File: src/rtl/matrix_row_scheduler.sv
// matrix_row_scheduler
//   Double-buffered row loader and row scanner for a ROWS x COLS display matrix.
//   Row words are written into a shadow frame over a valid/ready handshake; a
//   complete shadow frame replaces the active frame only when the scan wraps from
//   the last row to row 0, so the display never shows a mix of two frames.
// Ports
//   clk        : clock, all logic on posedge
//   rst        : synchronous reset, active-high
//   clr        : abort the partially loaded frame and zero the shadow frame
//   in_valid   : row word offered
//   in_ready   : row word accepted when in_valid && in_ready (combinational)
//   in_data    : row word, bit 0 = leftmost column
//   row_sel    : one-hot scanned row, bit 0 = row 0
//   col_out    : active-frame data of the scanned row
//   frame_out  : active frame, row r at [r*COLS +: COLS]
//   frame_swap : one-cycle pulse after the active frame was replaced
module matrix_row_scheduler #(
  parameter int unsigned ROWS     = 4,
  parameter int unsigned COLS     = 12,
  parameter int unsigned SCAN_DIV = 4
) (
  input  logic                   clk,
  input  logic                   rst,
  input  logic                   clr,
  input  logic                   in_valid,
  output logic                   in_ready,
  input  logic [0:COLS-1]        in_data,
  output logic [0:ROWS-1]        row_sel,
  output logic [0:COLS-1]        col_out,
  output logic [0:ROWS*COLS-1]   frame_out,
  output logic                   frame_swap
);

  localparam int unsigned ROW_W   = (ROWS > 1) ? $clog2(ROWS) : 1;
  localparam int unsigned DIV_W   = (SCAN_DIV > 1) ? $clog2(SCAN_DIV) : 1;
  localparam int unsigned FRAME_W = ROWS * COLS;

  typedef enum logic [1:0] {
    IDLE   = 2'd0,
    FILL   = 2'd1,
    COMMIT = 2'd2
  } state_t;

  state_t             state_q, state_d;
  logic [ROW_W-1:0]   load_idx_q, load_idx_d;
  logic [ROW_W-1:0]   scan_row_q, scan_row_d;
  logic [DIV_W-1:0]   div_q, div_d;
  logic [0:FRAME_W-1] shadow_q, shadow_d;
  logic [0:FRAME_W-1] active_q, active_d;
  logic [0:ROWS-1]    row_sel_d;
  logic [0:COLS-1]    col_d;
  logic               row_end;
  logic               boundary;
  logic               do_swap;

  // End of the current row's dwell, and end of the whole scan frame.
  assign row_end  = (div_q == DIV_W'(SCAN_DIV - 1));
  assign boundary = row_end && (scan_row_q == ROW_W'(ROWS - 1));

  // Load FSM: fills the shadow frame, then parks in COMMIT until the scan wraps.
  always_comb begin
    state_d    = state_q;
    load_idx_d = load_idx_q;
    shadow_d   = shadow_q;
    do_swap    = 1'b0;
    in_ready   = (state_q != COMMIT) && !clr;

    if (clr) begin
      // clr overrides everything, including a swap due on this edge.
      state_d    = IDLE;
      load_idx_d = '0;
      shadow_d   = '0;
    end else begin
      case (state_q)
        IDLE, FILL: begin
          if (in_valid) begin
            shadow_d[int'(load_idx_q) * COLS +: COLS] = in_data;
            if (load_idx_q == ROW_W'(ROWS - 1)) begin
              state_d    = COMMIT;
              load_idx_d = '0;
            end else begin
              state_d    = FILL;
              load_idx_d = load_idx_q + ROW_W'(1);
            end
          end
        end
        COMMIT: begin
          if (boundary) begin
            do_swap = 1'b1;
            state_d = IDLE;
          end
        end
        default: begin
          state_d = IDLE;
        end
      endcase
    end
  end

  // Scan sequencer; row_sel/col_out are computed from the post-edge row and frame
  // so a freshly swapped frame shows on row 0 in the same cycle it becomes active.
  always_comb begin
    div_d      = div_q + DIV_W'(1);
    scan_row_d = scan_row_q;
    if (row_end) begin
      div_d = '0;
      if (scan_row_q == ROW_W'(ROWS - 1)) begin
        scan_row_d = '0;
      end else begin
        scan_row_d = scan_row_q + ROW_W'(1);
      end
    end

    active_d = do_swap ? shadow_q : active_q;

    row_sel_d             = '0;
    row_sel_d[scan_row_d] = 1'b1;
    col_d                 = active_d[int'(scan_row_d) * COLS +: COLS];
  end

  // State and datapath registers.
  always_ff @(posedge clk) begin
    if (rst) begin
      state_q    <= IDLE;
      load_idx_q <= '0;
      scan_row_q <= '0;
      div_q      <= '0;
      shadow_q   <= '0;
      active_q   <= '0;
      row_sel    <= {1'b1, {(ROWS-1){1'b0}}};
      col_out    <= '0;
      frame_swap <= 1'b0;
    end else begin
      state_q    <= state_d;
      load_idx_q <= load_idx_d;
      scan_row_q <= scan_row_d;
      div_q      <= div_d;
      shadow_q   <= shadow_d;
      active_q   <= active_d;
      row_sel    <= row_sel_d;
      col_out    <= col_d;
      frame_swap <= do_swap;
    end
  end

  assign frame_out = active_q;

endmodule

File: config.mk
export PLATFORM = sky130hd
export DESIGN_NAME = matrix_row_scheduler
export DESIGN_NICKNAME = d
export VERILOG_FILES = /design/src/rtl/matrix_row_scheduler.sv
export SDC_FILE = /design/constraint.sdc
export NUM_CORES = 1
export LEC_CHECK = 0
export ABC_AREA = 1
export CAP_MARGIN = 20
export CORE_AREA = 3 3 115 117
export DETAILED_ROUTE_END_ITERATION = 7
export DIE_AREA = 0 0 118 120
export GPL_ROUTABILITY_DRIVEN = 0
export PLACE_DENSITY = 0.67
export SLEW_MARGIN = 20
export SYNTH_ARGS = -nofsm -noshare
export SYNTH_HDL_FRONTEND = slang
export SYNTH_SLANG_ARGS = --single-unit
File: constraint.sdc
create_clock -name clk -period 2.5 [get_ports clk]
set_clock_uncertainty 0.15 [all_clocks]
set_input_delay 0.25 -clock clk [delete_from_list [all_inputs] [get_ports clk]]
set_output_delay 0.25 -clock clk [all_outputs]
set_load 0.02 [all_outputs]
==> flow_metrics.env <==
export IMPL_syn_area_per_cell_um2=6.83
export IMPL_antenna_found_initial=0
export IMPL_first_global_vias=4643
export IMPL_synth_seq_cells=121
export IMPL_place_hpwl_um=11200
export IMPL_cpPeakStageDelay_ns=0.40
export IMPL_worst_ep_required_time_ns=2.70
export IMPL_grt_pass1_wl_um=24600
export IMPL_cp_start_kind="flop"
export IMPL_hold_worst_slack_ns=0.286
export IMPL_crit_arrival_ns=2.30
export IMPL_cts_root_buf="clkbuf_16"
export IMPL_yosysSeqAreaShare_pct=44.3
export IMPL_layout_min_cycle_time_ns=2.10
export IMPL_area_delta_synth_final_pct=28.1
export IMPL_fin_setup_tns_ns=0
export IMPL_design_area_um2=7000
export IMPL_min_path_cells=1
export IMPL_die_w_um=118
export IMPL_critPathBufInv=1
export IMPL_dpl_cell_area_um2=6410
export IMPL_fillers=1242
export IMPL_min_from="div_q[0]$_SDFF_PP0_"
export IMPL_r2r_cells=10
export IMPL_cts_sinks=121
export IMPL_path_class="flop to flop"
export IMPL_die_area_um2=14200
export IMPL_p_leak_nw=2.93
export IMPL_final_nets=900
export IMPL_synth_edf_count=0
export IMPL_worstHoldEndpoint="div_q[0]$_SDFF_PP0_"
export IMPL_critical_path_top_delay_family="simple AND/OR/NAND/NOR gates"
export IMPL_rr_endpoint="col_out[9]$_SDFF_PP0_"
export IMPL_path_cells="ha_1 > nand2_1 > nand2_1 > nor2_1 > nor2_1 > buf_4 > nand3_1 > nand2_1 > nor2_1 > nor2_1"
export IMPL_num_rows=41
export IMPL_synthFlopType="dfxtp_1"
export IMPL_grt_max_degree=66
export IMPL_maxCapViolCount=0
export IMPL_diodes=0
export IMPL_post_drt_wl_per_cell_um=14.5
export IMPL_syn_num_nets=823
export IMPL_drtAntennaViolNets=0
export IMPL_synthCells=800
export IMPL_io_pins=82
export IMPL_power_density_nw_per_um2=688
export IMPL_syn_area_um2=5470
export IMPL_cts_buffers=17
export IMPL_status="complete, no violations"
export IMPL_rsz0062_at_grt="false"
export IMPL_finalHoldViolations=0
export IMPL_power_mw=4.82
export IMPL_reg2reg_from="div_q[0]$_SDFF_PP0_"
export IMPL_ys_warn_count=0
export IMPL_io_buffers=81
export IMPL_worst_path_most_repeated_cell="nor2_1"
export IMPL_crit_path_max_fanout=8
export IMPL_critical_path_depth=10
export IMPL_yosysUniqueCellTypes=29
export IMPL_grt_usage_pct=21.9
export IMPL_die_h_um=120
export IMPL_cts_tree="built"
export IMPL_drc=0
export IMPL_hold_path_class="flop to flop"
export IMPL_finalCritPeriodShare_pct=84.0
export IMPL_firstDrtPassIters=5
export IMPL_finalCoreUtilization_pct=56.2
export IMPL_finalSetupViolations=0
export IMPL_drive_gt1_share_pct=7.08
export IMPL_overflow=0
export IMPL_clk_insertion_delay_late_ns=0.42
export IMPL_peakVddDrop_mv=0.528
export IMPL_vias=5349
export IMPL_tightest_slew_ns=0.765
export IMPL_slew_headroom_pct=48.8
export IMPL_clkTransAtPathRegs_ns=0.05
export IMPL_vias_per_cell=5.04
export IMPL_rrSetupSlack_ns=0.40
export IMPL_drt_iter0_markers=537
export IMPL_async_flop_share_pct=0
export IMPL_core_area_um2=12500
export IMPL_final_max_slew_violation_count=0
export IMPL_cp_slowest_cell="nor2_1"
export IMPL_cts_buffer_depth=2
export IMPL_initial_core_util_pct=43.8
export IMPL_wl_um=15300
export IMPL_max_freq_mhz=476
export IMPL_cts_setup_buffers=0
export IMPL_cp_end_kind="flop"
export IMPL_h_tree_depth=4
-- cells in the final DEF, fill, tap and decap left out, types with 2 or more instances in the layout --
cell type / instances
nand2_1: 246
dfxtp_1: 121
nor2_1: 101
clkdlybuf4s50_1: 80
inv_1: 77
nand3_1: 67
a21oi_1: 57
buf_4: 19
o21ai_0: 17
clkbuf_16: 17
o21ai_1: 16
o211ai_1: 12
nand3b_1: 9
ha_1: 7
inv_2: 5
clkinv_2: 5
a22oi_1: 4
clkbuf_8: 4
nor3_1: 3
a221oi_1: 3
clkbuf_1: 3
nand3_2: 2
nor2_2: 2
bufinv_16: 2
-- area by class of cell --
class	count	area (um^2)	share of cell area (%)
Clock buffer	24	492	7.02
Clock inverter	8	92.6	1.32
Inverter	83	312	4.45
Multi-Input combinational cell	552	2490	35.5
Sequential cell	121	2420	34.6
Tap cell	172	215	3.07
Timing Repair Buffer	102	978	14.0
-- Yosys cell counts (2+ instances only) --
library cell / number / area [um^2]
buf_2: 14 / 70.1
o21ai_0: 17 / 85.1
inv_1: 77 / 289
dfxtp_1: 121 / 2420
clkbuf_1: 17 / 63.8
a22oi_1: 4 / 30.0
ha_1: 7 / 87.6
nand3_2: 2 / 20.0
nor2_2: 2 / 12.5
buf_4: 4 / 30.0
a221oi_1: 3 / 26.3
buf_6: 6 / 67.6
buf_1: 3 / 11.3
o211ai_1: 12 / 90.1
inv_2: 5 / 18.8
nand3b_1: 9 / 67.6
o21ai_1: 16 / 80.1
nor2_1: 101 / 379
nor3_1: 3 / 15.0
nand2_1: 246 / 923
nand3_1: 67 / 335
a21oi_1: 57 / 285
-- how the worst max path moves through the flow --
stage,slack (ns),startpoint,endpoint
after floorplan,0.46,load_idx_q[0]$_SDFFE_PP0P_,shadow_q[44]$_SDFFE_PP0P_
after global placement,0.44,in_valid,shadow_q[28]$_SDFFE_PP0P_
after detailed placement,0.40,div_q[0]$_SDFF_PP0_,col_out[9]$_SDFF_PP0_
after CTS,0.37,div_q[0]$_SDFF_PP0_,col_out[9]$_SDFF_PP0_
after global routing,0.15,div_q[0]$_SDFF_PP0_,col_out[9]$_SDFF_PP0_
final,0.40,div_q[0]$_SDFF_PP0_,col_out[9]$_SDFF_PP0_
-- layer usage --
layer,share of wire (%),global-route usage [%],vias to the layer above
met3,6.6,5.23,25
met1,47,31.5,2429
met5,0,0,-
li1,-,-,2689
met2,44,32.7,206
met4,1.7,6.67,0
-- stage by stage --
stage / setup WS, ns / std cells
after floorplan: 0.464 / 800
after global placement: 0.437 / 1029
after detailed placement: 0.404 / 1029
after CTS: 0.375 / 1062
after global routing: 0.150 / 1062
final: 0.400 / 1062
-- logic make-up (layout without fill, tap and decap cells) --
logic type	count (synthesis)	count (layout)	synth area share [%]
buffers and inverters	127	217	10.1
AND/OR/NAND/NOR	435	435	32.9
adder cells (fa/ha/maj)	7	7	1.60
flip-flops	121	121	44.3
AO/OA/AOI/OAI	110	110	11.1
-- sequential cells by signal, summed over array words and instances (netlist names) --
register,count
frame_out,48
shadow_q,48
col_out,12
row_sel,4
div_q,2
load_idx_q,2
scan_row_q,2
state_q,2
frame_swap,1
-- report_power, final --
part	total, mW	switching (mW)	internal, mW
registers	1.98	0.0142	1.96
logic	0.424	0.280	0.144
clock network	2.42	0.854	1.56
total	4.82	1.15	3.67
-- timing repair --
item                                   in CTS  in global routing
endpoints found under the hold margin       1                  0
hold buffers                                1                  0
resized for setup                           0                  0
No activity file was read; power rests on OpenSTA's default activity.
==> RTL change 1, RTL diff (same flow settings) <==
Re-encode `state_t` (3 states) as one-hot, 3 bits wide.
--- a/src/rtl/matrix_row_scheduler.sv
+++ b/src/rtl/matrix_row_scheduler.sv
@@ -36,8 +36,8 @@
   localparam int unsigned FRAME_W = ROWS * COLS;
 
-  typedef enum logic [1:0] {
-    IDLE   = 2'd0,
-    FILL   = 2'd1,
-    COMMIT = 2'd2
+  typedef enum logic [2:0] {
+    IDLE   = 3'b001,
+    FILL   = 3'b010,
+    COMMIT = 3'b100
   } state_t;
 
Formal check against the unedited RTL: no difference found for any inputs over 10 cycles, from zero or initial values and one cycle with rst high; not proved beyond that.
==> RTL change 1 against the original RTL <==
Core utilization up 0.90 points; critical path type unchanged; cell count up 0.28%; global-route usage down 0.18 points; power up 3.0%; design area up 1.6%; wire length up 0.29%; first-iteration DRC count up 5.2%; sequential cell count up 1; setup slack worse by 0.036 ns; non-clock buffer count down 7; sequential share of layout area down 0.27 points; synthesized area up 3.0%.
==> RTL change 1: results (changes against the original RTL) <==
[run_status]
status = finished, final reports clean

[final_layout]
n_all_buffers = 95  ; -6.9%
multiInputGateArea_sq_um = 2609  ; +4.8%
stdcell_area_sq_um = 7113  ; +1.6%
instances_no_fill = 1065  ; +0.28%
drive_above_1_share = 0.08063  ; +0.009841
clock_area_frac = 0.08795  ; +0.004483
sh_seq_area = 0.3434  ; -0.002663

[yosys]
synth.distinct_cells = 35  ; +21%
synth_compound_gate_area_share = 0.1063  ; -0.004536
synth-seq-area-share = 0.4340  ; -0.009253
syn_inst = 812  ; +1.5%

[grt]
grt_max_degree = 64  ; -3.0%
grt_usage = 0.2174  ; -0.001840
grt_pass1_vias = 4870  ; +4.9%
met3_usage = 0.04053  ; -0.01178
use_met1 = 0.3070  ; -0.007551
grtUsageMet2 = 0.3281  ; +0.001078

[drt]
met2_length_microns = 6648  ; -2.4%
m1WireLength_microns = 7260  ; about the same
routed_via_density = 5.068  ; +0.61%
first_iter_violations = 565  ; +5.2%

[placed_design]
dp_hpwl_microns = 11230  ; +0.28%
place_area_sq_um = 6482  ; +1.2%

[setup_path]
max_stage_delay_ns = 0.37  ; -0.03 ns

[sta]
tightest_slew_ns = 0.6542  ; -0.1108 ns

[power_and_ir_drop]
power_density_nw_per_um2 = 697.2  ; +1.3%
ir_worst_vdd_uv = 370.5  ; -30%

RTL change 1: cell types whose count changed after synthesis, sizes merged, moves of 3 or more:
| cell | before | now |
|---|---|---|
| a221oi | 3 | 0 |
| clkbuf | 17 | 11 |
| o211ai | 12 | 2 |
| a21oi | 57 | 60 |
| nand3 | 69 | 93 |
| buf | 27 | 35 |
| o22ai | 0 | 8 |
| nor2 | 104 | 107 |
| inv | 82 | 78 |
| a22oi | 4 | 0 |
| nand2 | 248 | 229 |
| o21ai | 34 | 39 |
| nand3b | 9 | 5 |
RTL change 1: worst paths after layout:
| check | start | to | slack, ns | cells after the start |
|---|---|---|---|---|
| worst max-delay path | div_q[0] | col_out[8] | 0.36 | 9 |
| worst min-delay path | rst | shadow_q[47] | 0.20 | 5 |
| worst max register to register | div_q[0] | col_out[8] | 0.36 | 9 |
| worst min register to register | div_q[0] | div_q[0] | 0.29 | 1 |
==> RTL change 2, RTL diff (config.mk and constraints unchanged) <==
Without the edit above. `SCAN_DIV`: 4 -> 8.
--- a/src/rtl/matrix_row_scheduler.sv
+++ b/src/rtl/matrix_row_scheduler.sv
@@ -18,5 +18,5 @@
   parameter int unsigned ROWS     = 4,
   parameter int unsigned COLS     = 12,
-  parameter int unsigned SCAN_DIV = 4
+  parameter int unsigned SCAN_DIV = 8
 ) (
   input  logic                   clk,
Function: changed (Yosys sat finds a counterexample within 10 cycles, from zero or initial values and one cycle with rst high).
==> RTL change 2 against the original RTL <==
Sequential cell count is 1 higher; first-iteration DRC count decreased by 1.9%; synthesized area is 16% higher; power grew 5.4%; wire length increased by 26%; global-route usage grew 5.8 points; setup slack lost 0.32 ns; design area is 20% higher; count of clock-buffer cells in the layout is 5 lower; combinational power fell by 18%; highest routed layer unchanged.
==> RTL change 2: results (changes against the original RTL) <==
[clock_network]
clk_pin_slew_ns = 0.06
root_buffer = clkbuf_16
cts_buffer_depth = 2  ; unchanged
cts_buffers = 17  ; unchanged
htreeDepth = 4  ; unchanged
clock_latency_ns = 0.43

[grt]
grt_max_degree = 69  ; +4.5%
grt_pass1_vias = 5869  ; +26%
grt_usage = 0.2776  ; +0.05832
antenna_found_initial = 0  ; unchanged
grt_pass1_wl_microns = 30860  ; +26%

[sta]
finalHoldViolCount = 0  ; unchanged
tightest_slew_ns = 0.7820  ; +0.01698 ns

[placed_design]
io_buffers = 81  ; unchanged
dp_hpwl_microns = 14390  ; +28%
dpl.cell_count = 1195  ; +16%
place_area_sq_um = 7441  ; +16%
place_ws_ns = -0.1333  ; -0.5371 ns

[setup_path]
crit_fanout = 8  ; unchanged
max_stage_delay_ns = 0.35  ; -0.05 ns
crit_family = buffers and inverters
setup.worst_path.start = div_q[0]
crit_arrival_ns = 2.61  ; +0.31 ns
worst_path_max_delay_cell = dfxtp_2

[final_layout]
antenna_cells = 0  ; unchanged
fin_nets = 1085  ; +21%
drive_above_1_share = 0.1264  ; +0.05562

[hold_path]
min_from = div_q[0]
hp-class = reg -> reg

[drt]
first_pass_iters = 7  ; +2
detail_route.wl_per_cell_microns = 15.55  ; +7.6%
vias = 6491  ; +21%
finalWirelength_microns = 19280  ; +26%
first_iter_violations = 527  ; -1.9%

[power_and_ir_drop]
cell_internal_pwr_mw = 3.911  ; +6.7%
pg_seq_mw = 1.98  ; about the same
pg_comb_mw = 0.346  ; -18%
ir_worst_vdd_uv = 365.9  ; -31%
power_density_nw_per_um2 = 605.7  ; -12%
p_leak_nw = 3.580  ; +22%

[yosys]
async_flop_share = 0  ; unchanged
syn-num-nets = 994  ; +21%
synth_common_cells = nand2_1 (304), nand3_1 (132), dfxtp_1 (122), nor2_1 (90), inv_1 (81)
yosys_warnings = 0  ; unchanged
syn_inst = 964  ; +21%
synth_ff_type = dfxtp_1
synthTopCellsByArea = dfxtp_1 (39%), nand2_1 (18%), nand3_1 (10%)
synth.distinct_cells = 30  ; +3.4%
synth-seq-area-share = 0.3867  ; -0.05654

[job]
maxCapViolations = 0  ; unchanged

[run_status]
status = finished, final reports clean

==> RTL change 2: changes by cell type after synthesis, sizes merged, moves of 6 or more <==
cell | unedited run | this run
nand2 | 248 | 307
clkbuf | 17 | 34
and2 | 0 | 7
ha | 7 | 14
nand3 | 69 | 132
o21ai | 34 | 28
nor2 | 104 | 95
nand3b | 9 | 16
a21oi | 57 | 75
==> RTL change 2: metal layers <==
metal | part of all wire | up-vias | global-route usage | wire, microns
li1 | - | 3292 | - | -
met1 | 0.45 | 2952 | 0.3707 | 8636
met2 | 0.48 | 211 | 0.4531 | 9182
met3 | 0.052 | 36 | 0.04524 | 1009
met4 | 0.024 | 0 | 0.1055 | 455
met5 | 0 | - | 0 | 0
==> RTL change 2: layout make-up <==
class / count / area (sq um)
sequential: 122 / 2445
inverter: 84 / 320.3
timing repair buffer: 128 / 1254
clock inverter: 13 / 215.2
multi-input combinational: 702 / 3478
clock buffer: 19 / 452.9
tap: 172 / 215.2
fill: 1117 / 4085
==> RTL change 2: timing repair <==
action,in CTS,in global routing
cloned,1,1
endpoints found under the hold margin,2,0
pin swaps,6,11
hold buffers,1,0
buffers inserted,3,7
gates resized for setup,14,32
setup endpoints to repair,11,12
==> RTL change 2: path summary, 6_finish.rpt <==
check / end / slack (ns) / cells after the start
worst min register to register: div_q[0] / 0.29 / 1
worst min-delay path: div_q[0] / 0.29 / 1
worst max register to register: col_out[3] / 0.08 / 17
worst max-delay path: col_out[3] / 0.08 / 17
==> RTL change 2: cells by family after synthesis <==
kind of cell	count (synthesis)	synth area share
AND/OR/NAND/NOR	564	0.3831
buffers and inverters	141	0.09508
AO/OA/AOI/OAI	123	0.1074
flip-flops	122	0.3867
adder cells (fa/ha/maj)	14	0.02773
